**src/rtl/sqwave_seq_pkg.sv**
```systemverilog
// Shared types for the square-wave sequencer: FSM states and table entry layout.
package sqwave_seq_pkg;

  localparam int unsigned CNT_W = 8;
  localparam int unsigned MN_W  = 4;

  typedef enum logic [1:0] {
    IDLE = 2'd0,
    LOAD = 2'd1,
    RUN  = 2'd2,
    DONE = 2'd3
  } state_t;

  typedef struct packed {
    logic [MN_W-1:0]  m;
    logic [MN_W-1:0]  n;
    logic [CNT_W-1:0] cnt;
  } entry_t;

endpackage

```
**src/rtl/sqwave_seq_ctrl_if.sv**
```systemverilog
// Host/generator-facing signal bundle of the square-wave sequencer.
interface sqwave_seq_ctrl_if #(
  parameter int unsigned DEPTH = 8
);
  import sqwave_seq_pkg::*;

  localparam int unsigned AW = $clog2(DEPTH);

  logic             i_wr_en;
  logic [AW-1:0]    i_wr_addr;
  logic [MN_W-1:0]  i_wr_m;
  logic [MN_W-1:0]  i_wr_n;
  logic [CNT_W-1:0] i_wr_cnt;
  logic             i_start;
  logic             i_stop;
  logic             i_loop;
  logic             i_q;
  logic [MN_W-1:0]  o_m;
  logic [MN_W-1:0]  o_n;
  logic             o_busy;
  logic [AW-1:0]    o_idx;
  logic             o_done;
  logic             o_err;

  modport master (
    output i_wr_en, i_wr_addr, i_wr_m, i_wr_n, i_wr_cnt,
    output i_start, i_stop, i_loop, i_q,
    input  o_m, o_n, o_busy, o_idx, o_done, o_err
  );

  modport slave (
    input  i_wr_en, i_wr_addr, i_wr_m, i_wr_n, i_wr_cnt,
    input  i_start, i_stop, i_loop, i_q,
    output o_m, o_n, o_busy, o_idx, o_done, o_err
  );

endinterface

```
**src/rtl/sqwave_period_cnt.sv**
```systemverilog
// Counts rising edges of the generator output for one entry and flags target hit or edge timeout.
module sqwave_period_cnt
  import sqwave_seq_pkg::*;
#(
  parameter int unsigned TIMEOUT_CYC = 4096
) (
  input  logic             i_clk,
  input  logic             i_rst_n,
  input  logic             i_clear,
  input  logic             i_run,
  input  logic             i_q,
  input  logic [CNT_W-1:0] i_target,
  output logic             o_hit_c,
  output logic             o_timeout_c
);

  localparam int unsigned          TIMER_W   = $clog2(TIMEOUT_CYC);
  localparam logic [TIMER_W-1:0]   TIMER_MAX = TIMER_W'(TIMEOUT_CYC - 1);
  localparam logic [CNT_W-1:0]     CNT_MAX   = '1;

  logic               q_d;
  logic               rise_c;
  logic [CNT_W-1:0]   cnt;
  logic [TIMER_W-1:0] timer;

  // q_d follows i_q every cycle, so a level already high at LOAD is not an edge
  assign rise_c = i_q & ~q_d;

  always_ff @(posedge i_clk or negedge i_rst_n) begin
    if (!i_rst_n) begin
      q_d   <= 1'b0;
      cnt   <= '0;
      timer <= '0;
    end else begin
      q_d <= i_q;
      if (i_clear) begin
        cnt   <= '0;
        timer <= '0;
      end else if (i_run) begin
        if (rise_c) begin
          timer <= '0;
          if (cnt != CNT_MAX) cnt <= cnt + CNT_W'(1);
        end else if (timer != TIMER_MAX) begin
          timer <= timer + TIMER_W'(1);
        end
      end
    end
  end

  // compare against target-1 so the last edge ends the entry without a wrap
  assign o_hit_c     = i_run & rise_c & (cnt == (i_target - CNT_W'(1)));
  assign o_timeout_c = i_run & ~rise_c & (timer == TIMER_MAX);

endmodule

```
**src/rtl/sqwave_seq_ctrl.sv**
```systemverilog
// Table-driven sequencer that steps square_wave_gen through {m, n, periods} entries.
module sqwave_seq_ctrl
  import sqwave_seq_pkg::*;
#(
  parameter int unsigned DEPTH       = 8,
  parameter int unsigned TIMEOUT_CYC = 4096
) (
  input  logic               i_clk,
  input  logic               i_rst_n,
  sqwave_seq_ctrl_if.slave   bus
);

  localparam int unsigned    AW       = $clog2(DEPTH);
  localparam logic [AW-1:0]  LAST_IDX = AW'(DEPTH - 1);

  entry_t          tbl [DEPTH];
  state_t          state, state_nxt;
  logic [AW-1:0]   idx, idx_nxt;
  logic [MN_W-1:0] m_q, m_nxt, n_q, n_nxt;
  logic            busy_q, busy_nxt;
  logic            done_q, done_nxt;
  logic            err_q, err_nxt;
  logic            applied, applied_nxt;
  logic            clear_c, run_c, hit_c, timeout_c;
  logic            advance_c, last_c, restart_c;
  entry_t          cur_c;

  assign cur_c     = tbl[idx];
  assign run_c     = (state == RUN);
  assign last_c    = (idx == LAST_IDX);
  assign restart_c = applied & bus.i_loop;
  assign advance_c = ((state == LOAD) && (cur_c.cnt == '0)) ||
                     (run_c && (hit_c || timeout_c));

  sqwave_period_cnt #(.TIMEOUT_CYC(TIMEOUT_CYC)) u_period_cnt (
    .i_clk       (i_clk),
    .i_rst_n     (i_rst_n),
    .i_clear     (clear_c),
    .i_run       (run_c),
    .i_q         (bus.i_q),
    .i_target    (cur_c.cnt),
    .o_hit_c     (hit_c),
    .o_timeout_c (timeout_c)
  );

  // State register
  always_ff @(posedge i_clk or negedge i_rst_n) begin
    if (!i_rst_n) state <= IDLE;
    else          state <= state_nxt;
  end

  // Next-state logic
  always_comb begin
    state_nxt = state;
    case (state)
      IDLE: if (bus.i_start && !bus.i_stop) state_nxt = LOAD;
      LOAD, RUN: begin
        if (bus.i_stop)                  state_nxt = IDLE;
        else if (advance_c)              state_nxt = (!last_c || restart_c) ? LOAD : DONE;
        else if (state == LOAD)          state_nxt = RUN;
      end
      DONE:    state_nxt = IDLE;
      default: state_nxt = IDLE;
    endcase
  end

  // Next values of registered outputs and pass bookkeeping
  always_comb begin
    idx_nxt     = idx;
    m_nxt       = m_q;
    n_nxt       = n_q;
    err_nxt     = err_q;
    applied_nxt = applied;
    done_nxt    = 1'b0;
    clear_c     = 1'b0;
    busy_nxt    = (state_nxt == LOAD) || (state_nxt == RUN);
    case (state)
      IDLE: begin
        m_nxt = '0;
        n_nxt = '0;
        if (bus.i_start && !bus.i_stop) begin
          idx_nxt     = '0;
          err_nxt     = 1'b0;
          applied_nxt = 1'b0;
        end
      end
      LOAD, RUN: begin
        if (bus.i_stop) begin
          m_nxt = '0;
          n_nxt = '0;
        end else if (advance_c) begin
          if (run_c && timeout_c) err_nxt = 1'b1;
          if (!last_c) begin
            idx_nxt = idx + AW'(1);
          end else if (restart_c) begin
            idx_nxt     = '0;
            applied_nxt = 1'b0;
          end else begin
            done_nxt = 1'b1;
            if (!applied) err_nxt = 1'b1;
          end
        end else if (state == LOAD) begin
          m_nxt       = cur_c.m;
          n_nxt       = cur_c.n;
          applied_nxt = 1'b1;
          clear_c     = 1'b1;
        end
      end
      DONE: begin
        m_nxt = '0;
        n_nxt = '0;
      end
      default: begin
        m_nxt = '0;
        n_nxt = '0;
      end
    endcase
  end

  always_ff @(posedge i_clk or negedge i_rst_n) begin
    if (!i_rst_n) begin
      idx     <= '0;
      m_q     <= '0;
      n_q     <= '0;
      busy_q  <= 1'b0;
      done_q  <= 1'b0;
      err_q   <= 1'b0;
      applied <= 1'b0;
    end else begin
      idx     <= idx_nxt;
      m_q     <= m_nxt;
      n_q     <= n_nxt;
      busy_q  <= busy_nxt;
      done_q  <= done_nxt;
      err_q   <= err_nxt;
      applied <= applied_nxt;
    end
  end

  // Table writes are locked out while a sequence is running
  always_ff @(posedge i_clk or negedge i_rst_n) begin
    if (!i_rst_n) begin
      for (int unsigned i = 0; i < DEPTH; i++) tbl[i] <= '0;
    end else if (bus.i_wr_en && !busy_q) begin
      tbl[bus.i_wr_addr] <= '{m: bus.i_wr_m, n: bus.i_wr_n, cnt: bus.i_wr_cnt};
    end
  end

  assign bus.o_m    = m_q;
  assign bus.o_n    = n_q;
  assign bus.o_busy = busy_q;
  assign bus.o_idx  = idx;
  assign bus.o_done = done_q;
  assign bus.o_err  = err_q;

endmodule
```
**src/flat_wrapper.sv**
```systemverilog
// flat-port wrapper written by rule: the top's interface ports become plain ports
module sqwave_seq_ctrl_flat import sqwave_seq_pkg::*;
#(
  parameter int unsigned DEPTH       = 8,
  parameter int unsigned TIMEOUT_CYC = 4096
)
  (i_clk, i_rst_n, bus_i_wr_en, bus_i_wr_addr, bus_i_wr_m, bus_i_wr_n, bus_i_wr_cnt, bus_i_start, bus_i_stop, bus_i_loop, bus_i_q, bus_o_m, bus_o_n, bus_o_busy, bus_o_idx, bus_o_done, bus_o_err);
  sqwave_seq_ctrl_if #(.DEPTH(DEPTH)) bus_i ();
  input  logic i_clk;
  input  logic i_rst_n;
  input wire logic [$bits(bus_i.i_wr_en)-1:0] bus_i_wr_en;
  input wire logic [$bits(bus_i.i_wr_addr)-1:0] bus_i_wr_addr;
  input wire logic [$bits(bus_i.i_wr_m)-1:0] bus_i_wr_m;
  input wire logic [$bits(bus_i.i_wr_n)-1:0] bus_i_wr_n;
  input wire logic [$bits(bus_i.i_wr_cnt)-1:0] bus_i_wr_cnt;
  input wire logic [$bits(bus_i.i_start)-1:0] bus_i_start;
  input wire logic [$bits(bus_i.i_stop)-1:0] bus_i_stop;
  input wire logic [$bits(bus_i.i_loop)-1:0] bus_i_loop;
  input wire logic [$bits(bus_i.i_q)-1:0] bus_i_q;
  output wire logic [$bits(bus_i.o_m)-1:0] bus_o_m;
  output wire logic [$bits(bus_i.o_n)-1:0] bus_o_n;
  output wire logic [$bits(bus_i.o_busy)-1:0] bus_o_busy;
  output wire logic [$bits(bus_i.o_idx)-1:0] bus_o_idx;
  output wire logic [$bits(bus_i.o_done)-1:0] bus_o_done;
  output wire logic [$bits(bus_i.o_err)-1:0] bus_o_err;
  assign bus_i.i_wr_en = bus_i_wr_en;
  assign bus_i.i_wr_addr = bus_i_wr_addr;
  assign bus_i.i_wr_m = bus_i_wr_m;
  assign bus_i.i_wr_n = bus_i_wr_n;
  assign bus_i.i_wr_cnt = bus_i_wr_cnt;
  assign bus_i.i_start = bus_i_start;
  assign bus_i.i_stop = bus_i_stop;
  assign bus_i.i_loop = bus_i_loop;
  assign bus_i.i_q = bus_i_q;
  assign bus_o_m = bus_i.o_m;
  assign bus_o_n = bus_i.o_n;
  assign bus_o_busy = bus_i.o_busy;
  assign bus_o_idx = bus_i.o_idx;
  assign bus_o_done = bus_i.o_done;
  assign bus_o_err = bus_i.o_err;
  sqwave_seq_ctrl #(.DEPTH(DEPTH), .TIMEOUT_CYC(TIMEOUT_CYC)) u_core (.i_clk(i_clk), .i_rst_n(i_rst_n), .bus(bus_i));
endmodule
```
**config.mk**
```make
export PLATFORM = sky130hd
export DESIGN_NAME = sqwave_seq_ctrl_flat
export DESIGN_NICKNAME = d
export VERILOG_FILES = /design/src/rtl/sqwave_seq_pkg.sv /design/src/rtl/sqwave_seq_ctrl_if.sv /design/src/rtl/sqwave_period_cnt.sv /design/src/rtl/sqwave_seq_ctrl.sv /design/src/flat_wrapper.sv
export SDC_FILE = /design/constraint.sdc
export NUM_CORES = 1
export LEC_CHECK = 0
export BUFFER_PORTS_ARGS = -buffer_cell sky130_fd_sc_hd__buf_2
export CAP_MARGIN = 5
export CORE_ASPECT_RATIO = 0.8
export CORE_UTILIZATION = 47
export DETAILED_ROUTE_END_ITERATION = 12
export PLACE_DENSITY = 0.75
export SLEW_MARGIN = 40
export SYNTH_ARGS = -nofsm -noshare
export SYNTH_HDL_FRONTEND = slang
export SYNTH_SLANG_ARGS = --single-unit
```
**constraint.sdc**
```tcl
create_clock -name i_clk -period 3.8 [get_ports i_clk]
set_input_delay 0.38 -clock i_clk [delete_from_list [all_inputs] [get_ports i_clk]]
set_output_delay 0.38 -clock i_clk [all_outputs]
set_load 0.01 [all_outputs]
```
**After elaboration in Yosys (flattened, before gate mapping)**

Cells that the tools add are included.
Widths: inputs -> output; s select.

- Add/sub/neg operators: 4
- Multipliers: 0
- Divide/modulo/power cells: 0
- Magnitude comparators: 3
- Eq/ne operators: 19
- Shift operators: 0
- Muxes and demuxes: 57
- Bitwise operators: 10
- Reductions and logical operators: 28

Operator list:

| cell | count |
|---|---|
| $bwmux 128 | 1 |
| $bmux 16 s3 | 1 |
| $demux 16 s3 | 1 |
| $mux 12 | 4 |
| $mux 16 | 3 |
| $mux 8 | 4 |
| $mux 4 | 6 |
| $mux 1 | 21 |
| $pmux 4 s2 | 2 |
| $mux 3 | 5 |
| $add 12x1->12 const B | 1 |
| $eq 12x12->1 const B | 1 |
| $ne 12x12->1 const B | 1 |
| $ne 3x3->1 const B | 4 |
| $mux 2 | 5 |
| $add 8x1->8 const B | 1 |
| $eq 8x8->1 | 1 |
| $ge 4x4->1 const B | 2 |
| $logic_not 8->1 | 1 |
| $ne 8x8->1 const B | 1 |
| $not 3->4 | 2 |
| $reduce_bool 2->1 | 4 |
| $sub 8x1->8 const B | 1 |
| $and 1x1->1 | 6 |
| 24 further kinds | 42 |

- Register bits: 166
- Latch bits: 0
- Bits in writable memories: 0
- Bits in read-only memories: 0
- Bits of input ports: 26
- Word-level logic and storage cells: 156
- Memories kept: 0

**Depth between registers and ports, before layout**

- Depth after elaboration: 15
- Mapped depth: 14
- Depth with buffers taken out: 11

**Cells and area by module**

Synthesis repeated with hierarchy kept, for this count alone.

- Cell total of the unflattened synthesis: 591
- Area total of the unflattened synthesis: 8059.0 sq um

Modules (own cells, without submodules):

| module | instances | cells each | area each (sq um) | seq. area each (sq um) |
|---|---|---|---|---|
| sqwave_seq_ctrl | 1 | 433 | 6695.2 | 3628.5 |
| sqwave_period_cnt | 1 | 158 | 1363.8 | 525.5 |

**Worst setup path before layout**

Ideal clock, no wire load.

- Path kind: register to register
- Start: reg u_core.idx[1], in the netlist u_core.bus.o_idx[1]
- End: reg u_core.m_q[0], in the netlist u_core.bus.o_m[0]
- Setup time: 0.136 ns
- Data arrival time: 3.330 ns
- Required time: 3.664 ns
- Setup slack: 0.334 ns
- Stages on the path, launching flop included: 15
- Buffers on the path: 4
- Period minus slack after synthesis: 3.466 ns
- Path through: dfrtp_1 -> buf_6 -> buf_2 -> buf_2 -> mux2i_2 -> ha_1 -> xor2_1 -> xnor2_1 -> or4_4 -> a2111oi_4 -> o31ai_2 -> and2_4 -> clkbuf_1 -> a21oi_1 -> nor3_1

- Word-level cells in the longest chain between the ends: 12

RTL lines:

| what | RTL line | source |
|---|---|---|
| start: declaration | sqwave_seq_ctrl.sv:18 | `logic [AW-1:0] idx, idx_nxt;` |
| start signal: assignment | sqwave_seq_ctrl.sv:130 | `idx <= idx_nxt;` |
| $not 3->4 (implied by the code) * | sqwave_seq_ctrl.sv:28 | `assign cur_c = tbl[idx];` |
| $bmux 16 s3 * | sqwave_seq_ctrl.sv:28 |  |
| $mux 16 (implied by the code) * (2 in a row) | sqwave_seq_ctrl.sv:28 |  |
| $sub 8x1->8 | sqwave_period_cnt.sv:51 | `assign o_hit_c = i_run & rise_c & (cnt == (i_target - CNT_W'(1)));` |
| $eq 8x8->1 | sqwave_period_cnt.sv:51 |  |
| $and 1x1->1 | sqwave_period_cnt.sv:51 |  |
| $logic_or 1x1->1 | sqwave_seq_ctrl.sv:33 | `(run_c && (hit_c \|\| timeout_c));` |
| $logic_and 1x1->1 | sqwave_seq_ctrl.sv:33 |  |
| $logic_or 1x1->1 | sqwave_seq_ctrl.sv:32 | `assign advance_c = ((state == LOAD) && (cur_c.cnt == '0)) \|\|` |
| $ne 3x3->1 (no source line) | - |  |
| $reduce_and 2->1 (no source line) | - |  |
| end signal: assignment | sqwave_seq_ctrl.sv:131 | `m_q <= m_nxt;` |
| end: declaration | sqwave_seq_ctrl.sv:19 | `logic [MN_W-1:0] m_q, m_nxt, n_q, n_nxt;` |

Every way passes the cells marked *; elsewhere a longest branch is shown, timed or not. The select of a mux whose other input is x is not followed.
A chain may end at the register's enable or synchronous reset.

**Final worst setup path**

- Start: reg u_core.idx[0], in the netlist u_core.bus.o_idx[0]
- End: reg u_core.idx[1], in the netlist u_core.bus.o_idx[1]

- Word-level cells in the longest chain between the ends: 12

RTL lines:

| what | RTL line |
|---|---|
| $not 3->4 (implied by the code) | sqwave_seq_ctrl.sv:28 |
| $bmux 16 s3 | sqwave_seq_ctrl.sv:28 |
| $mux 16 (implied by the code) (2 in a row) | sqwave_seq_ctrl.sv:28 |
| $sub 8x1->8 | sqwave_period_cnt.sv:51 |
| $eq 8x8->1 | sqwave_period_cnt.sv:51 |
| $and 1x1->1 | sqwave_period_cnt.sv:51 |
| $logic_or 1x1->1 | sqwave_seq_ctrl.sv:33 |
| $logic_and 1x1->1 | sqwave_seq_ctrl.sv:33 |
| $logic_or 1x1->1 | sqwave_seq_ctrl.sv:32 |
| $ne 2x1->1 (no source line) | - |
| $reduce_and 5->1 (no source line) | - |

Parallel ways exist; a longest one is shown, timed or not. The select of a mux whose other input is x is not followed.

==> metrics.csv <==
stage;metric;value;unit
yosys;area of the mapped netlist;8100;sq um
yosys;most instantiated cells after synthesis;166 x dfrtp_1, 129 x mux2_2, 30 x mux4_2, 30 x nand2_1, 28 x nor2_1;
min_path;hold crit path type;in -> reg;
floorplan;DIE HEIGHT;119;microns
yosys;syn avg cell area;13.3;sq um
routing;drt first pass iters;5;
sta;Worst slew margin;53.9;%
power;PnR Total Power;7.83;mW
yosys;Distinct cells, synth;52;
sta;FMAX;277;MHz
clocking;Num Clock Sinks;166;
yosys;Yosys top cell area share;51.3;%
routing;drt wl/cell;20.2;microns
yosys;Net Count, Synth;647;
routing;Starting DRT DRC Count;361;
yosys;count leader, synth;dfrtp_1;
yosys;area leader, netlist;dfrtp_1;
grt;initial antenna violation count;2;
finish;final instance area;9250;sq um
finish;ANT cells;0;
yosys;synth top area cells;dfrtp_1 51%, mux2_2 18%, mux4_2 8.3%;
finish;number of fill cells;1345;
critical_path;crit start category;register;
sta;setup ws final;0.186;ns
status;status;finished, final reports clean;
placed_design;IO Port Bufs;39;
power;leakage power;3.99;nW
yosys;flops & latches, synth;166;
power;power per cell area;846;nW/um^2
yosys;Post-synth ARST share;100;%
sta;min Tclk post-route;3.61;ns
yosys;Syn. warnings;0;
floorplan;CORE AREA;16700;sq um
sta;final period utilization;95.1;%
floorplan;Die ar.;17800;sq um
clocking;CTS Buffer Depth;2;
critical_path;CP Class;reg -> reg;
sta;count of pins over their slew limit;0;
finish;share of layout cells above drive strength 1;39.8;%
critical_path;WP data required;4.15;ns
clocking;CTS Buf Count;17;
yosys;post-synthesis sequential area ratio;51.3;%
clocking;Worst-path clk slew;0.06;ns
floorplan;DIE WIDTH;149;microns
sta;setup TNS;0;ns
critical_path;crit path max fanout;22;
grt;largest net degree at the start of global routing;115;
grt;first-pass GRT wire length;29.1;mm
critical_path;Arr. time, crit path;3.97;ns
finish;Finished Layout Cells;888;
placed_design;gp weighted congestion;0.861;
sta;# setup viols final;0;
placed_design;Setup WS pre-CTS;0.134;ns
sta;Least-Margin Pin Slew;0.690;ns
routing;vias per cell;5.89;
yosys;number of flops mapped to enable cells by yosys;0;
finish;nets;691;
sta;RSZ-0062 raised after global routing;false;
routing;Residual DRC;0;
floorplan;# IOs;40;
placed_design;Area after DPL;8570;sq um
clocking;clock latency on the worst-skew pair;0.44;ns
routing;routed vias;5229;
clocking;CTS tree;built;
power;peak supply drop;310;uV
sta;Hold Vio Cnt, Final;0;
sta;Clock Skews;0.0152;ns
run;Max-Cap Viols;0;
routing;drt total wl;17.9;mm
finish;Area Growth Syn to Fin;14.3;%
yosys;cells after synthesis;611;
placed_design;DPL Wire Length;11.7;mm
placed_design;dpl cells;852;
clocking;clock root buffer;clkbuf_16;
floorplan;# rows;42;
grt;grt total ovfl;0;
floorplan;Initial Util;48.5;%
grt;all-layer global routing usage;21.9;%
critical_path;Worst setup EP type;register;
clocking;htree depth;4;
grt;vias in the first global route;5375;
clocking;post_cts resized;0;
routing;number of routed nets with antenna violations;0;
yosys;Main synth FF type;dfrtp_1;
-- flip-flops by register name, indices dropped and copies added, names as in the netlist --
| register | cells |
|---|---|
| u_core.tbl | 128 |
| u_core.u_period_cnt.timer | 12 |
| u_core.u_period_cnt.cnt | 8 |
| u_core.bus.o_m | 4 |
| u_core.bus.o_n | 4 |
| u_core.bus.o_idx | 3 |
| u_core.state | 2 |
| u_core.applied | 1 |
| u_core.bus.o_busy | 1 |
| u_core.bus.o_done | 1 |
| u_core.bus.o_err | 1 |
| u_core.u_period_cnt.q_d | 1 |
-- through the flow --
stage	util (%)	hold WS, ns
2_1_floorplan	-	0.0844
3_3_place_gp	51.2	0.473
3_5_place_dp	51.3	0.488
4_1_cts	55.1	0.0524
5_1_grt	55.4	0.0726
6_report	55.4	0.0817
-- cell usage in the layout, fill, tap and decap left out, drive strengths merged, types with 13 or more instances in the layout --
cell type	n
clkbuf	20
dfrtp	166
nand2	30
o21ai	13
nand3	13
buf	58
a21oi	23
mux2i	20
mux4	30
and3	21
nor2	28
mux2	129
-- worst paths after layout --
kind | from | endpoint | slack [ns] | cells past startpoint
worst max-delay path | u_core.bus.o_idx[0]$_DFFE_PN0P_ | u_core.bus.o_idx[1]$_DFFE_PN0P_ | 0.19 | 11
worst min-delay path | bus_i_q | u_core.u_period_cnt.q_d$_DFF_PN0_ | 0.08 | 1
worst max register to register | u_core.bus.o_idx[0]$_DFFE_PN0P_ | u_core.bus.o_idx[1]$_DFFE_PN0P_ | 0.19 | 11
worst min register to register | u_core.tbl[19]$_DFFE_PN0P_ | u_core.tbl[19]$_DFFE_PN0P_ | 0.50 | 1
max in group asynchronous | i_rst_n | u_core.bus.o_idx[1]$_DFFE_PN0P_ | 2.26 | 4
min in group asynchronous | i_rst_n | u_core.bus.o_m[2]$_DFFE_PN0P_ | 0.42 | 2
-- cell type report --
| type | instances | area, sq um | share of cell area, % |
|---|---|---|---|
| clock inverters | 12 | 165 | 1.78 |
| flip-flops and latches | 166 | 4160 | 44.9 |
| well taps | 220 | 275 | 2.97 |
| inverters | 4 | 15.0 | 0.162 |
| repair buffers | 59 | 390 | 4.22 |
| clock buffers | 20 | 467 | 5.04 |
| multi-input cells | 407 | 3780 | 40.9 |
-- kinds of logic after synthesis --
kind of cell | share of synthesized area (%)
AOI/OAI and AO/OA | 4.85
xor gates and xnor gates | 1.84
adders and majority gates | 1.54
buffers and inverters | 2.15
DFF | 51.3
muxes | 29.1
and+or+nand+nor | 9.22
-- power by group --
part / switching (mW) / total, mW / leakage (nW) / internal [mW]
logic: 1.43 / 3.02 / 1.62 / 1.59
registers: 0.448 / 2.98 / 2.06 / 2.53
clock network: 0.731 / 1.83 / 0.306 / 1.10
total: 2.60 / 7.83 / 3.99 / 5.23
-- repair_timing --
item	4_1_cts	5_1_grt
endpoints found under the setup margin	0	2
hold endpoints to repair	0	40
hold buffers	0	1
buffers inserted	0	2
-- critical path, cell delays in order (launching register included) --
cell and delay, ns:
dfrtp_2 0.47, mux4_2 0.55, mux2i_4 0.22, ha_1 0.27, xor2_1 0.18, xnor2_1 0.08, or4_4 0.55, a2111oi_4 0.30
o31ai_2 0.16, and2_4 0.24, o41ai_1 0.34, o21bai_1 0.16
-- routing by layer --
layer / routed length (microns) / part of all wire, % / up-vias / track usage, %
li1: - / - / 2343 / -
met1: 8200 / 46 / 2717 / 30.1
met2: 8500 / 47 / 141 / 34.3
met3: 964 / 5.4 / 26 / 5.48
met4: 238 / 1.3 / 2 / 6.19
met5: 13 / 0.073 / - / 0
Power figures use the tool's default switching activity.
